### src/rtl/ff_comb.sv
// ---------------------------------------------------------------------------
// ff_comb : two-stage pipelined signed multiply-accumulate unit
//
// Every qualified operand pair a*b is added into a running accumulator f.
// Stage 1 registers the operands and their qualifier. Stage 2 forms the full
// signed product, adds it into the accumulator and updates a sticky signed
// overflow flag.
//
// Latency: a sample present before edge N is captured at edge N. Its effect
// on f and valid_out is visible after edge N+1. One sample per cycle, with no
// backpressure.
//
// Build option:
//   MAC_SATURATE_EN - when defined, an overflowing add clamps f to the most
//                     positive or most negative accumulator value instead of
//                     wrapping. The overflow flag is computed from the
//                     unclamped sum and behaves the same in both builds.
//
// Parameters:
//   IN_W   width of the signed operands a and b
//   ACC_W  width of the signed accumulator f (ACC_W >= 2*IN_W)
//
// Ports:
//   clk        rising-edge clock
//   reset      synchronous, active-high reset (priority over everything)
//   a, b       signed two's complement operands
//   valid_in   a/b form a sample this cycle
//   valid_out  one-cycle pulse: f was updated by a sample on the last edge
//   f          registered signed accumulator value
//   overflow   registered sticky signed-overflow flag
// ---------------------------------------------------------------------------
module ff_comb #(
    parameter int IN_W  = 8,
    parameter int ACC_W = 16
) (
    input  logic             clk,
    input  logic             reset,
    input  logic [IN_W-1:0]  a,
    input  logic [IN_W-1:0]  b,
    input  logic             valid_in,
    output logic             valid_out,
    output logic [ACC_W-1:0] f,
    output logic             overflow
);

    localparam int PROD_W = 2 * IN_W;

    // Full signed product of two IN_W operands, sign-extended to ACC_W.
    // Both operands are widened to PROD_W first so the product never
    // truncates. This matters for (-2^(IN_W-1))^2, which needs every bit.
    function automatic logic [ACC_W-1:0] mul_ext(
        input logic [IN_W-1:0] x,
        input logic [IN_W-1:0] y
    );
        logic signed [PROD_W-1:0] xe;
        logic signed [PROD_W-1:0] ye;
        logic signed [PROD_W-1:0] p;
        xe = PROD_W'($signed(x));
        ye = PROD_W'($signed(y));
        p  = xe * ye;
        return ACC_W'(p);
    endfunction

    // Signed add overflow: the addends share a sign and the result's sign
    // differs from it.
    function automatic logic add_ovf(
        input logic [ACC_W-1:0] acc,
        input logic [ACC_W-1:0] prod,
        input logic [ACC_W-1:0] sum
    );
        return (prod[ACC_W-1] == acc[ACC_W-1]) && (sum[ACC_W-1] != acc[ACC_W-1]);
    endfunction

    // Clamp value for an overflowing add. Overflow only occurs when both
    // addends have the sign of the accumulator, so that sign gives the
    // direction of the overflow.
    function automatic logic [ACC_W-1:0] sat_value(input logic acc_sign);
        logic [ACC_W-1:0] v;
        if (acc_sign) begin
            v = {1'b1, {(ACC_W-1){1'b0}}};
        end else begin
            v = {1'b0, {(ACC_W-1){1'b1}}};
        end
        return v;
    endfunction

    // Stage 1 registers
    logic [IN_W-1:0]  a_r;
    logic [IN_W-1:0]  b_r;
    logic             v_r;

    // Stage 2 registers (drive the outputs directly)
    logic [ACC_W-1:0] f_r;
    logic             ovf_r;
    logic             vout_r;

    // Stage 2 combinational datapath
    logic [ACC_W-1:0] prod_s;
    logic [ACC_W-1:0] sum_s;
    logic             add_ovf_s;
    logic [ACC_W-1:0] f_next_s;
    logic             ovf_next_s;
    logic             vout_next_s;

    // Stage 1: capture operands and qualifier every cycle, cleared by reset
    always_ff @(posedge clk) begin
        if (reset) begin
            a_r <= {IN_W{1'b0}};
            b_r <= {IN_W{1'b0}};
            v_r <= 1'b0;
        end else begin
            a_r <= a;
            b_r <= b;
            v_r <= valid_in;
        end
    end

    // Stage 2 next-state: accumulate when a sample is held in stage 1
    always_comb begin
        prod_s      = mul_ext(a_r, b_r);
        sum_s       = f_r + prod_s;
        add_ovf_s   = add_ovf(f_r, prod_s, sum_s);
        f_next_s    = f_r;
        ovf_next_s  = ovf_r;
        vout_next_s = 1'b0;
        if (v_r) begin
            vout_next_s = 1'b1;
            ovf_next_s  = ovf_r | add_ovf_s;
`ifdef MAC_SATURATE_EN
            if (add_ovf_s) begin
                f_next_s = sat_value(f_r[ACC_W-1]);
            end else begin
                f_next_s = sum_s;
            end
`else
            f_next_s = sum_s;
`endif
        end else begin
            f_next_s    = f_r;
            ovf_next_s  = ovf_r;
            vout_next_s = 1'b0;
        end
    end

    // Stage 2 registers: accumulator, sticky flag and output qualifier
    always_ff @(posedge clk) begin
        if (reset) begin
            f_r    <= {ACC_W{1'b0}};
            ovf_r  <= 1'b0;
            vout_r <= 1'b0;
        end else begin
            f_r    <= f_next_s;
            ovf_r  <= ovf_next_s;
            vout_r <= vout_next_s;
        end
    end

    assign f         = f_r;
    assign overflow  = ovf_r;
    assign valid_out = vout_r;

endmodule

### config.mk
export PLATFORM = sky130hd
export DESIGN_NAME = ff_comb
export DESIGN_NICKNAME = d
export VERILOG_FILES = /design/src/rtl/ff_comb.sv
export SDC_FILE = /design/constraint.sdc
export NUM_CORES = 1
export LEC_CHECK = 0
export CORE_MARGIN = 2
export CORE_UTILIZATION = 43
export CTS_CLUSTER_SIZE = 28
export DETAILED_ROUTE_END_ITERATION = 6
export PLACE_DENSITY = 0.71
export SYNTH_ARGS = -nofsm -noshare
export SYNTH_HDL_FRONTEND = slang
export SYNTH_SLANG_ARGS = --single-unit
### constraint.sdc
create_clock -name clk -period 7.2 [get_ports clk]
set_input_delay 1.44 -clock clk [delete_from_list [all_inputs] [get_ports clk]]
set_output_delay 1.44 -clock clk [all_outputs]
set_load 0.005 [all_outputs]
Word level (Yosys, flattened, before mapping)

Index checks and enable logic that the tools add are counted.

Equal/unequal tests: 2
Reductions and logical operators: 1
$add $sub $neg: 1
Bitwise operators: 1
Multipliers: 1
Mux-type cells: 1

Operators with widths:

| kind                                         | count |
|---|---|
| 16-bit adder                                 | 1 |
| 8-bit by 8-bit multiplier with 16-bit output | 1 |
| 1-bit == test                                | 1 |
| 1-bit logical AND                            | 1 |
| 1-bit 2-to-1 mux                             | 1 |
| 1-bit != test                                | 1 |
| 1-bit OR                                     | 1 |

Bits in registers: 35
Input bits: 19
Word-level logic and storage cells: 13
Output and inout bits: 18

Logic depth before layout (Yosys ltp)

Gate-level depths: netlist (run 1).

Word-level depth: 5
Gate-level depth with buffers: 24
Mapped depth without buffers: 24

Worst setup path after synthesis (run 1)

No wires, ideal clock.

Path kind: flip-flop to flip-flop
Start: reg b_r[2]
End: reg f_r[15], in the netlist f[15]
Period minus slack after synthesis: 5.537 ns
Path slack: 1.663 ns
Buffers on the path: 0
Library setup time: 0.123 ns
Required time: 7.077 ns
Data arrival time: 5.414 ns
Cell stages (with the launch flop): 24
Cell sequence: dfxtp_1 -> and2_1 -> fa_1 -> inv_1 -> fa_1 -> inv_1 -> fa_1 -> inv_1 -> fa_1 -> inv_1 -> ha_1 -> a21oi_1 -> o21bai_1 -> a21oi_1 -> o21bai_1 -> xor2_1 -> ha_1 -> a21o_1 -> a21oi_1 -> o21ai_0 -> a41oi_1 -> nand2_1 -> mux2i_1 -> mux2_1

Longest elaborated chain between the ends: 2

Ends and longest elaborated chain:

| element                                      | line | source |
|---|---|---|
| from (decl)                                  | 89   | `logic [IN_W-1:0] b_r;` |
| from (signal assigned)                       | 109  | `b_r <= {IN_W{1'b0}};` |
| 8-bit by 8-bit multiplier with 16-bit output | 60   | `p = xe * ye;` |
| 16-bit adder                                 | 121  | `sum_s = f_r + prod_s;` |
| to (signal assigned)                         | 148  | `f_r <= {ACC_W{1'b0}};` |
| to (signal assigned)                         | 152  | `f_r <= f_next_s;` |
| to (decl)                                    | 93   | `logic [ACC_W-1:0] f_r;` |

No other way between the ends.
A chain may end at the register's enable or synchronous reset.

Worst setup path in the final report (run 1)

Start: reg a_r[4]
End: reg f_r[15], in the netlist f[15]

Longest elaborated chain between the ends: 2

Ends and longest elaborated chain:

| element                                      | line | source |
|---|---|---|
| from (decl)                                  | 88   | `logic [IN_W-1:0] a_r;` |
| from (signal assigned)                       | 108  | `a_r <= {IN_W{1'b0}};` |
| 8-bit by 8-bit multiplier with 16-bit output | 60   |  |
| 16-bit adder                                 | 121  |  |

No other way between the ends.

==> results_dict.tcl, run 1 <==
set metrics [dict create \
    rows 36 \
    dieArea_sq_um 10600 \
    cts_tree "built" \
    ys_types 44 \
    cp_cell_sequence "and2_1 -> fa_1 -> inv_1 -> fa_1 -> inv_1 -> fa_1 -> inv_1 -> fa_1 -> inv_1 -> ha_1 -> a21oi_1 -> o21bai_1 -> a21oi_1 -> o21bai_1 -> xor2_1 -> ha_1 -> a21o_1 -> a21oi_1 -> o21ai_0 -> a41oi_1 -> nand2_1 -> mux2i_1 -> mux2_1" \
    hpwl_mm 7.28 \
    grt_pass1_vias 3262 \
    worst_slew_pin_slew_ps 830 \
    power_density_nw_per_um2 165 \
    start_kind "flip-flop" \
    syn_to_final_growth_pct 13.9 \
    clock_latency_ps 290 \
    rsz0062_at_grt "false" \
    vias_per_cell 4.99 \
    hold_buffers 0 \
    synth.area.top_cells "fa_1 (27%), dfxtp_1 (17%), ha_1 (13%)" \
    grt_pass1_wl_mm 14.8 \
    clock_path_buffers 2 \
    place_congestion 0.852 \
    layout-drive-gt1-share_pct 2.39 \
    cp_top_family "adder cells" \
    synth_nets 584 \
    root_buffer "clkbuf_8" \
    portBuffers 36 \
    cts_resized 0 \
    status "finished clean" \
    ys_top_cells_by_count "inv_1 (87), fa_1 (56), ha_1 (44), and2_1 (43), dfxtp_1 (35)" \
    cts_sinks 35 \
    layout.nets 622 \
    n_antenna_cell 0 \
    grt.total_usage_pct 17.8 \
    min_period_ps 5980 \
    synth-seq-cells 35 \
    cpMaxStageDelayCell "fa_1" \
    synth_area_leader_cell "fa_1" \
    max_freq_mhz 167 \
    ant_nets 0 \
    synth_top_flop_cell "dfxtp_1" \
    path_buf_inv 4 \
    syn_area_sq_um 4220 \
    synthCells 465 \
    overflow 0 \
    first_pass_iters 4 \
    path_clk_slew_ps 70 \
    drt_drc_violations_left 0 \
    worstSetupPathType "reg -> reg" \
    synth_warnings 0 \
    design.portCount 37 \
    grt_max_degree 36 \
    final_hold_viol_count 0 \
    synth.most_common_cell "inv_1" \
    synth_top_area_share_pct 26.6 \
    design_area_sq_um 4810 \
    cp.required_ps 7380 \
    initial_core_util_pct 43.8 \
    h-tree-depth 2 \
    numCtsBuffers 5 \
    die_h_microns 103 \
    avgSynthCellArea_sq_um 9.08 \
    setup_viol 0 \
    routed_wl_mm 8.54 \
    slew_viol_final 0 \
    die_x_microns 103 \
    maxCapViolCount 0 \
    crit_arrival_ps 6160 \
    antenna_found_initial 0 \
    crit_fanout 8 \
    finalSetupTns_ps 0 \
    placed_cell_area_sq_um 4730 \
    max_slew_margin_pct 44.6 \
    synth_edf_count 0 \
    p_leak_nw 2.29 \
    core_area_sq_um 9640 \
    ir_drop_uv 140 \
    endpoint_kind "flip-flop" \
    worst_path_largest_cell_delay_ps 530 \
    skew_ps 13.7 \
    routedWlPerCell_microns 13.5 \
    async_reset_ff_share_pct 0 \
    final.period_utilization_pct 83.0 \
    min_path_type "reg -> reg" \
    drt_iter0_drc 102 \
    cts_setup_buffers 0 \
    ys_seq_area_share_pct 16.6 \
    vias 3167 \
    total_power_uw 794 \
]
-- area by class of cell --
cell class	instances	area, sq um
fill	942	4830
multi-input combinational	337	3170
sequential	35	701
timing repair buffer	37	368
inverter	87	327
tap	133	166
clock buffer	5	68.8
clock inverter	1	7.51
-- worst reg2reg max path, cell delays in order, from the launching register on --
cell      delay (ps)
dfxtp_1          390
and2_1           220
fa_1             510
inv_1             60
fa_1             530
inv_1             50
fa_1             530
inv_1             50
fa_1             520
inv_1             40
ha_1             320
a21oi_1          250
o21bai_1         110
a21oi_1          230
o21bai_1         170
xor2_1           170
ha_1             350
a21o_1           190
a21oi_1          220
o21ai_0          110
a41oi_1          270
nand2_1           90
mux2i_1          180
mux2_1           330
-- flip-flops by register name (all words and copies together) (netlist names) --
| name | count |
|---|---|
| v_r | 1 |
| f | 16 |
| valid_out | 1 |
| a_r | 8 |
| b_r | 8 |
| overflow | 1 |
-- report_power, final --
group | internal, mW | switching, mW | leakage [nW] | total [mW]
clock | 0.0642 | 0.0716 | 0.0361 | 0.136
sequential | 0.213 | 0.0240 | 0.289 | 0.237
combinational | 0.201 | 0.220 | 1.97 | 0.421
-- metal layers --
metal / vias up / global-route usage (%) / routed length, microns
li1: 1569 / - / -
met1: 1518 / 23.3 / 3700
met5: - / 0 / 0
met2: 67 / 31.1 / 4400
met4: 0 / 5.26 / 153
met3: 13 / 2.10 / 288
-- cells in the final DEF (no fill, tap or decap), types with 10 or more instances in the layout --
cell type and instances:
nor2_1 25, nand2_1 21, xnor2_1 20, and2_1 43
inv_1 87, a21oi_1 16, dfxtp_1 35, fa_1 56
nor2b_1 19, ha_1 44, clkdlybuf4s50_1 36, mux2i_1 10
-- worst paths after layout --
path                              start                    end  slack (ps)  cells after the start
setup / recovery      a_r[4]$_SDFF_PP0_     f[15]$_SDFFE_PP0P_        1220                     23
hold / removal    overflow$_SDFFE_PP0P_  overflow$_SDFFE_PP0P_         490                      2
setup reg to reg      a_r[4]$_SDFF_PP0_     f[15]$_SDFFE_PP0P_        1220                     23
hold reg to reg   overflow$_SDFFE_PP0P_  overflow$_SDFFE_PP0P_         490                      2
-- metrics by stage --
step | instances | setup slack, ps | util, % | hold slack, ps
final | 635 | 1220 | 49.9 | 488
after global routing | 635 | 867 | 49.9 | 522
after CTS | 635 | 1200 | 49.9 | 492
after detailed placement | 629 | 1200 | 49.1 | 474
after global placement | 629 | 1350 | 49.1 | 478
after floorplan | 465 | 1660 | - | 469
-- logic make-up (layout without fill, tap and decap cells) --
family	count (synthesis)	count (layout)	share of synthesized area, %
AOI/OAI and AO/OA	68	68	10.9
xor gates and xnor gates	23	23	4.77
adders and majority gates	100	100	39.6
buffers and inverters	93	130	8.27
DFF	35	35	16.6
muxes	11	11	2.64
and+or+nand+nor	135	135	17.2
Note: power is estimated with default switching activity, not from simulation.
==> run 2, diff against run 1 <==
PLACE_DENSITY = 0.74   (was 0.71)
clock period = 5.1 ns   (was 7.2 ns; I/O delays follow)
==> results_dict.tcl, run 2 (synthesized netlist as in run 1, its figures left out) <==
set metrics [dict create \
    core_area_sq_um 9640 \
    skew_ps 7.05 \
    start_kind "flip-flop" \
    die_h_microns 103 \
    crit_fanout 3 \
    first_pass_iters 4 \
    reg2reg_setup_slack_ps -410 \
    m1WireLength_mm 4.29 \
    met2WireLength_mm 5.95 \
    n_antenna_cell 0 \
    drt_iter0_drc 119 \
    cts_tree "built" \
    initial_core_util_pct 43.8 \
    top_layer "met4" \
    vias 3594 \
    final_hold_viol_count 0 \
    path_clk_slew_ps 70 \
    portBuffers 36 \
    post-route-util_pct 59.9 \
    dp_cells 689 \
    power_density_nw_per_um2 267 \
    routed_wl_mm 10.7 \
    vias_per_cell 5.01 \
    p_leak_nw 2.77 \
    grt.total_usage_pct 20.7 \
    root_buffer "clkbuf_8" \
    max_freq_mhz 182 \
    layout.nets 703 \
    design_area_sq_um 5780 \
    worst_slew_pin_slew_ps 831 \
    status "finished with violations" \
    h-tree-depth 2 \
    max_slew_margin_pct 44.5 \
    placed_cell_area_sq_um 5240 \
    design.portCount 37 \
    place_congestion 0.891 \
    dieArea_sq_um 10600 \
    crit_arrival_ps 5700 \
    grt_max_degree 36 \
    setup_viol 8 \
    antenna_found_initial 0 \
    rsz0062_at_grt "true" \
    ant_nets 0 \
    clock_path_buffers 2 \
    worstSetupPathType "reg -> reg" \
    slew_viol_final 0 \
    endpoint_kind "flip-flop" \
    clock_latency_ps 300 \
    hold_buffers 0 \
    grt_pass1_wl_mm 17.3 \
    min_period_ps 5510 \
    layout-drive-gt1-share_pct 27.4 \
    syn_to_final_growth_pct 36.9 \
    final_common_cell "inv_1" \
    min_path_type "reg -> reg" \
    rows 36 \
    overflow 0 \
    numCtsBuffers 5 \
    fin_ws_ps -406 \
    drt_drc_violations_left 0 \
    wl_met3_microns 292 \
    final_cells 717 \
    layout_common_cells "inv_1 (80), buf_4 (76), fa_1 (54)" \
    grt_pass1_vias 3877 \
    routedWlPerCell_microns 14.9 \
    die_x_microns 103 \
    ir_drop_uv 249 \
    largest_reg_flops 16 \
    cp.required_ps 5290 \
    maxCapViolCount 0 \
    violations "setup timing" \
    final.period_utilization_pct 108 \
    cts_sinks 35 \
    hpwl_mm 7.99 \
]
[run 2: changes by cell type in the layout (fill, tap and decap cells not counted), moves of 7 or more]
cell / before / now
inv_2: 0 / 7
dfxtp_1: 35 / 19
buf_4: 1 / 76
dfxtp_4: 0 / 10
inv_1: 87 / 80
and2_4: 1 / 12
and2_1: 43 / 32
[run 2: path summary, 6_finish.rpt]
path | startpoint | endpoint | depth (start not counted)
worst max-delay path | b_r[3]$_SDFF_PP0_ | f[12]$_SDFFE_PP0P_ | 22
worst min-delay path | overflow$_SDFFE_PP0P_ | overflow$_SDFFE_PP0P_ | 2
worst max register to register | b_r[3]$_SDFF_PP0_ | f[12]$_SDFFE_PP0P_ | 22
worst min register to register | overflow$_SDFFE_PP0P_ | overflow$_SDFFE_PP0P_ | 2
[run 2: routing by layer]
layer,track usage [%],vias up
met3,3.39,16
met4,5.97,0
li1,-,1725
met1,24.4,1788
met2,38.7,65
met5,0,-
[run 2: repair_timing]
| action | 4_1_cts | 5_1_grt |
|---|---|---|
| resized for setup | 34 | 41 |
| setup endpoints to repair | 6 | 8 |
| pin swaps | 26 | 28 |
| cloned | 0 | 0 |
| buffers inserted | 14 | 9 |
[run 2: final cells by class]
type	instances	area, sq um
Inverter	87	327
Sequential cell	35	746
Multi-Input combinational cell	337	3440
Clock inverter	1	30.0
Fill cell	796	3860
Clock buffer	6	72.6
Timing Repair Buffer	118	998
Tap cell	133	166
[run 2: report_power, final]
part / switching, mW / internal, mW
Sequential: 0.0337 / 0.300
Combinational: 0.443 / 0.517
Clock: 0.104 / 0.143
Total: 0.581 / 0.960
[run 2: critical path, cell delays in order (launching register included)]
cell and delay, ps:
dfxtp_4 360, buf_6 110, and2_4 130, fa_1 510, inv_2 40, fa_1 530
inv_2 50, fa_1 480, inv_1 50, fa_1 490, inv_2 50, ha_4 290
o21ai_4 70, o21bai_1 160, a21oi_1 100, xnor2_1 190, ha_1 290, and2_4 190
or2_4 240, o41a_1 330, o21a_1 200, or3_1 310, a32o_1 220
[run 2: through the flow]
step           power (mW)  setup TNS [ps]  setup slack, ps  hold WS [ps]
4_1_cts              1.44            -383             -195           488
2_1_floorplan       0.799           -2.95            -2.95           469
3_5_place_dp         1.11            -646             -300           475
5_1_grt              1.65           -2890             -561           511
3_3_place_gp         1.09            -433             -241           472
6_report             1.54           -1590             -406           481
==> edit 1, RTL diff (flow settings as in run 1) <==
Add an input register stage for `a`, `b` and `valid_in`; this delays them by one clock. Comments in the files are not updated.
--- a/src/rtl/ff_comb.sv
+++ b/src/rtl/ff_comb.sv
@@ -44,6 +44,16 @@
 );
 
     localparam int PROD_W = 2 * IN_W;
+
+    logic [IN_W-1:0] a_q;
+    logic [IN_W-1:0] b_q;
+    logic valid_q;
+
+    always_ff @(posedge clk) begin
+        a_q     <= a;
+        b_q     <= b;
+        valid_q <= valid_in;
+    end
 
     // Full signed product of two IN_W operands, sign-extended to ACC_W.
     // Both operands are widened to PROD_W first so the product never
@@ -109,9 +119,9 @@
             b_r <= {IN_W{1'b0}};
             v_r <= 1'b0;
         end else begin
-            a_r <= a;
-            b_r <= b;
-            v_r <= valid_in;
+            a_r <= a_q;
+            b_r <= b_q;
+            v_r <= valid_q;
         end
     end
 
Behaviour: not the same (Yosys sat finds a counterexample within 4 cycles, from zero or initial values and one cycle with reset high).
==> edit 1 against run 1 <==
Count of clock-buffer cells in the layout unchanged; sequential power rose by 43%; critical path type unchanged; synthesized cell count is 4.1% higher; critical path depth is the same; area after synthesis up 8.7%; total power up 21%; final area grew 8.1%; worst setup slack lost 88 ps; sequential cell count is 17 higher; worst hold slack worse by 54 ps; wire length is 1.3% higher.
==> edit 1: results (changes against run 1) <==
Run status
  • Status: completed

Synth
  • Sequential share of the synthesized area: 22.68% (+6.1 points)
  • Synth area leaders: fa_1 (24%), dfxtp_1 (23%), ha_1 (12%), inv_1 (7.0%), and2_1 (6.0%)
  • Commonest cells post-synth: inv_1 (86), fa_1 (56), dfxtp_1 (52), and2_1 (44), ha_1 (44)
  • Post-Syn Area per Cell: 9.482 um2 (+4.5%)
  • Post-synth cell types: 50 (+14%)

GRT
  • GR Util met2: 28.48% (-2.6 points)
  • Met3 Use GR: 2.179% (+0.077 points)
  • GRT Total Usage: 16.45% (-1.4 points)

STA
  • Clock Skew: 16.56 ps (+2.842 ps)
  • Worst Tran Pin Value: 916.9 ps (+87.25 ps)
  • Worst Hold Slack: 434.4 ps (-53.73 ps)

Final layout
  • Final core occ: 50.36% (+0.47 points)
  • Layout cells sized above 1: 3.633% (+1.2 points)

Routing
  • Met2 WL: 4.350 mm (-1.2%)
  • Detail Route met3 WL: 277 um (-3.8%)
  • Routed wire length: 8.651 mm (+1.3%)

Clock network
  • Worst skew pair latency: 320 ps (+30 ps)

Place
  • Placed Cells: 651 (+3.5%)
  • Placer congestion estimate: 0.8462 (-0.69%)
  • Area after DPL: 5104 um2 (+7.9%)
  • Worst slack at placement: 1156 ps (-48.68 ps)

Pwr
  • Peak VDD IR: 0.09828 mV (-30%)
  • Net Sw Frac: 38.54% (-1.2 points)

Worst hold path
  • Hold Path End: b_r[6]$_SDFF_PP0_
==> edit 1: how the worst max path moves through the flow <==
stage / startpoint / end / slack, ps / cells past startpoint
finish: a_r[5]$_SDFF_PP0_ / f[15]$_SDFFE_PP0P_ / 1140 / 23
floorplan: b_r[2]$_SDFF_PP0_ / f[15]$_SDFFE_PP0P_ / 1570 / 23
global route: a_r[5]$_SDFF_PP0_ / f[15]$_SDFFE_PP0P_ / 730 / 23
global placement: a_r[4]$_SDFF_PP0_ / f[15]$_SDFFE_PP0P_ / 1250 / 23
CTS: a_r[5]$_SDFF_PP0_ / f[15]$_SDFFE_PP0P_ / 1120 / 23
detailed placement: a_r[4]$_SDFF_PP0_ / f[15]$_SDFFE_PP0P_ / 1160 / 23
==> edit 1: cell type report <==
| type | instances | share of cell area [%] |
|---|---|---|
| multi-input cells | 340 | 61.59 |
| flip-flops and latches | 52 | 20.02 |
| repair buffers | 37 | 7.076 |
| inverters | 86 | 6.209 |
| well taps | 136 | 3.273 |
| clock buffers | 5 | 1.324 |
| clock inverters | 3 | 0.5054 |
==> edit 1: kinds of logic (layout without fill, tap and decap cells) <==
kind of cell,Yosys count,after routing,synth area share (%)
and+or+nand+nor,141,141,16.36
buffers and inverters,92,131,7.552
DFF,52,52,22.68
xor gates and xnor gates,26,26,4.962
adders and majority gates,100,100,36.42
AOI/OAI and AO/OA,60,60,9.161
muxes,13,13,2.863
==> edit 1: power by group through the flow <==
stage / clock [uW] / sequential (uW) / combinational [uW]
5_1_grt: 206 / 344 / 499
6_report: 185 / 340 / 439
3_3_place_gp: 0 / 345 / 425
3_5_place_dp: 0 / 346 / 438
2_1_floorplan: 0 / 338 / 334
4_1_cts: 193 / 340 / 441
==> edit 2, RTL diff (settings of run 1) <==
Without the edit above. Build with the macro `MAC_SATURATE_EN` defined.
--- a/src/rtl/ff_comb.sv
+++ b/src/rtl/ff_comb.sv
@@ -29,6 +29,8 @@
 //   f          registered signed accumulator value
 //   overflow   registered sticky signed-overflow flag
 // ---------------------------------------------------------------------------
+`define MAC_SATURATE_EN
+
 module ff_comb #(
     parameter int IN_W  = 8,
     parameter int ACC_W = 16
Check against the original RTL: not settled (the Yosys comparison gave no result); the edit may change what the design does.
==> edit 2 against run 1 <==
Wire length up 12%; sequential power up 6%; final area up 4.4%; worst setup slack worse by 360 ps; total power up 28%; cell count up 5.2%; first-iteration DRC count down 5.9%; area after synthesis up 5.2%; sequential cell count unchanged; critical path type unchanged; highest routed layer unchanged.
==> edit 2: results (changes against run 1) <==
Routing
  • Starting DRC count in detailed routing: 96 (-5.9%)
  • Wire per inst: 14.27 um (+6.1%)
  • DR vias: 3,400 (+7.4%)

Critical path
  • Highest-delay cell along the critical path: a21boi_2
  • Max incr delay on CP: 580 ps (+50 ps)
  • CP max FO: 11 (+3)
  • Crit path DAT: 6500 ps (+340 ps)

Synth
  • Synth area leaders: fa_1 (25%), dfxtp_1 (16%), ha_1 (12%), inv_1 (7.3%), and2_1 (5.9%)
  • Post-Syn Area per Cell: 8.986 um2 (-0.99%)
  • Area share of xor/xnor cells in the synthesized design: 5.299% (+0.53 points)
  • Sequential share of the synthesized area: 15.78% (-0.82 points)
  • Compound-Gate Fraction of Synth Area: 16.18% (+5.3 points)
  • Commonest cells post-synth: inv_1 (86), fa_1 (56), ha_1 (44), and2_1 (42), dfxtp_1 (35)
  • Post-synth cell types: 49 (+11%)

Place
  • Placed Cells: 660 (+4.9%)
  • Area after DPL: 4936 um2 (+4.3%)
  • Worst slack at placement: 838.7 ps (-366.1 ps)

Run status
  • Status: completed

Final layout
  • # fillers: 987 (+4.8%)
  • Clock buf count: 6 (+1)

STA
  • Relative slew slack: 43.01% (-1.6 points)
  • Clock Skew: 11.66 ps (-2.051 ps)

Pwr
  • Peak VDD IR: 0.1373 mV (-1.6%)
  • Leak: 0.002326 uW (+1.4%)

GRT
  • Largest net degree at the start of global routing: 32 (-11%)
  • GRT Total Usage: 18.64% (+0.81 points)

Die
  • Core ar.: 10,180 um2 (+5.7%)
[edit 2: cell types whose count changed in the layout (fill, tap and decap cells not counted), sizes merged, moves of 3 or more]
cell    change
a211oi      +5
a21oi       +5
mux2i       -9
nand2       +3
nor3        -4
o21ai      +23
xor2        +4
[edit 2: power breakdown]
group          internal [uW]  switching, uW  total, uW  leakage [uW]
Combinational            274            341        615       0.00200
Sequential               220           32.3        252      0.000290
Clock                   67.7           80.7        148     0.0000412
Total                    561            454       1020       0.00233
[edit 2: per-stage QoR]
stage	util, %	power (uW)
global placement	48.46	853.0
CTS	49.30	1019
floorplan	-	708.5
global route	49.30	1101
detailed placement	48.46	867.7
finish	49.30	1015
[edit 2: critical path: cells and delay by family, from the launching register on]
family / cells / cell delay, ps
and+or+nand+nor: 6 / 810
xor gates and xnor gates: 1 / 130
adders and majority gates: 6 / 2700
DFF: 1 / 390
AOI/OAI and AO/OA: 8 / 1960
buffers and inverters: 4 / 200
[edit 2: routing by layer]
layer,up-vias,track usage (%),part of all wire (%),wire [um]
li1,1682,-,-,-
met5,-,0,0,0
met2,68,29.12,46,4418
met4,0,5.169,2.3,219
met3,13,2.536,3.5,333
met1,1637,27.09,48,4560
[edit 2: final timing paths]
kind                                end  slack, ps  cells after the start             startpoint
setup reg to reg      f[8]$_SDFFE_PP0P_        860                     25      b_r[2]$_SDFF_PP0_
setup / recovery      f[8]$_SDFFE_PP0P_        860                     25      b_r[2]$_SDFF_PP0_
hold reg to reg   overflow$_SDFFE_PP0P_        500                      1  overflow$_SDFFE_PP0P_
hold / removal    overflow$_SDFFE_PP0P_        500                      1  overflow$_SDFFE_PP0P_
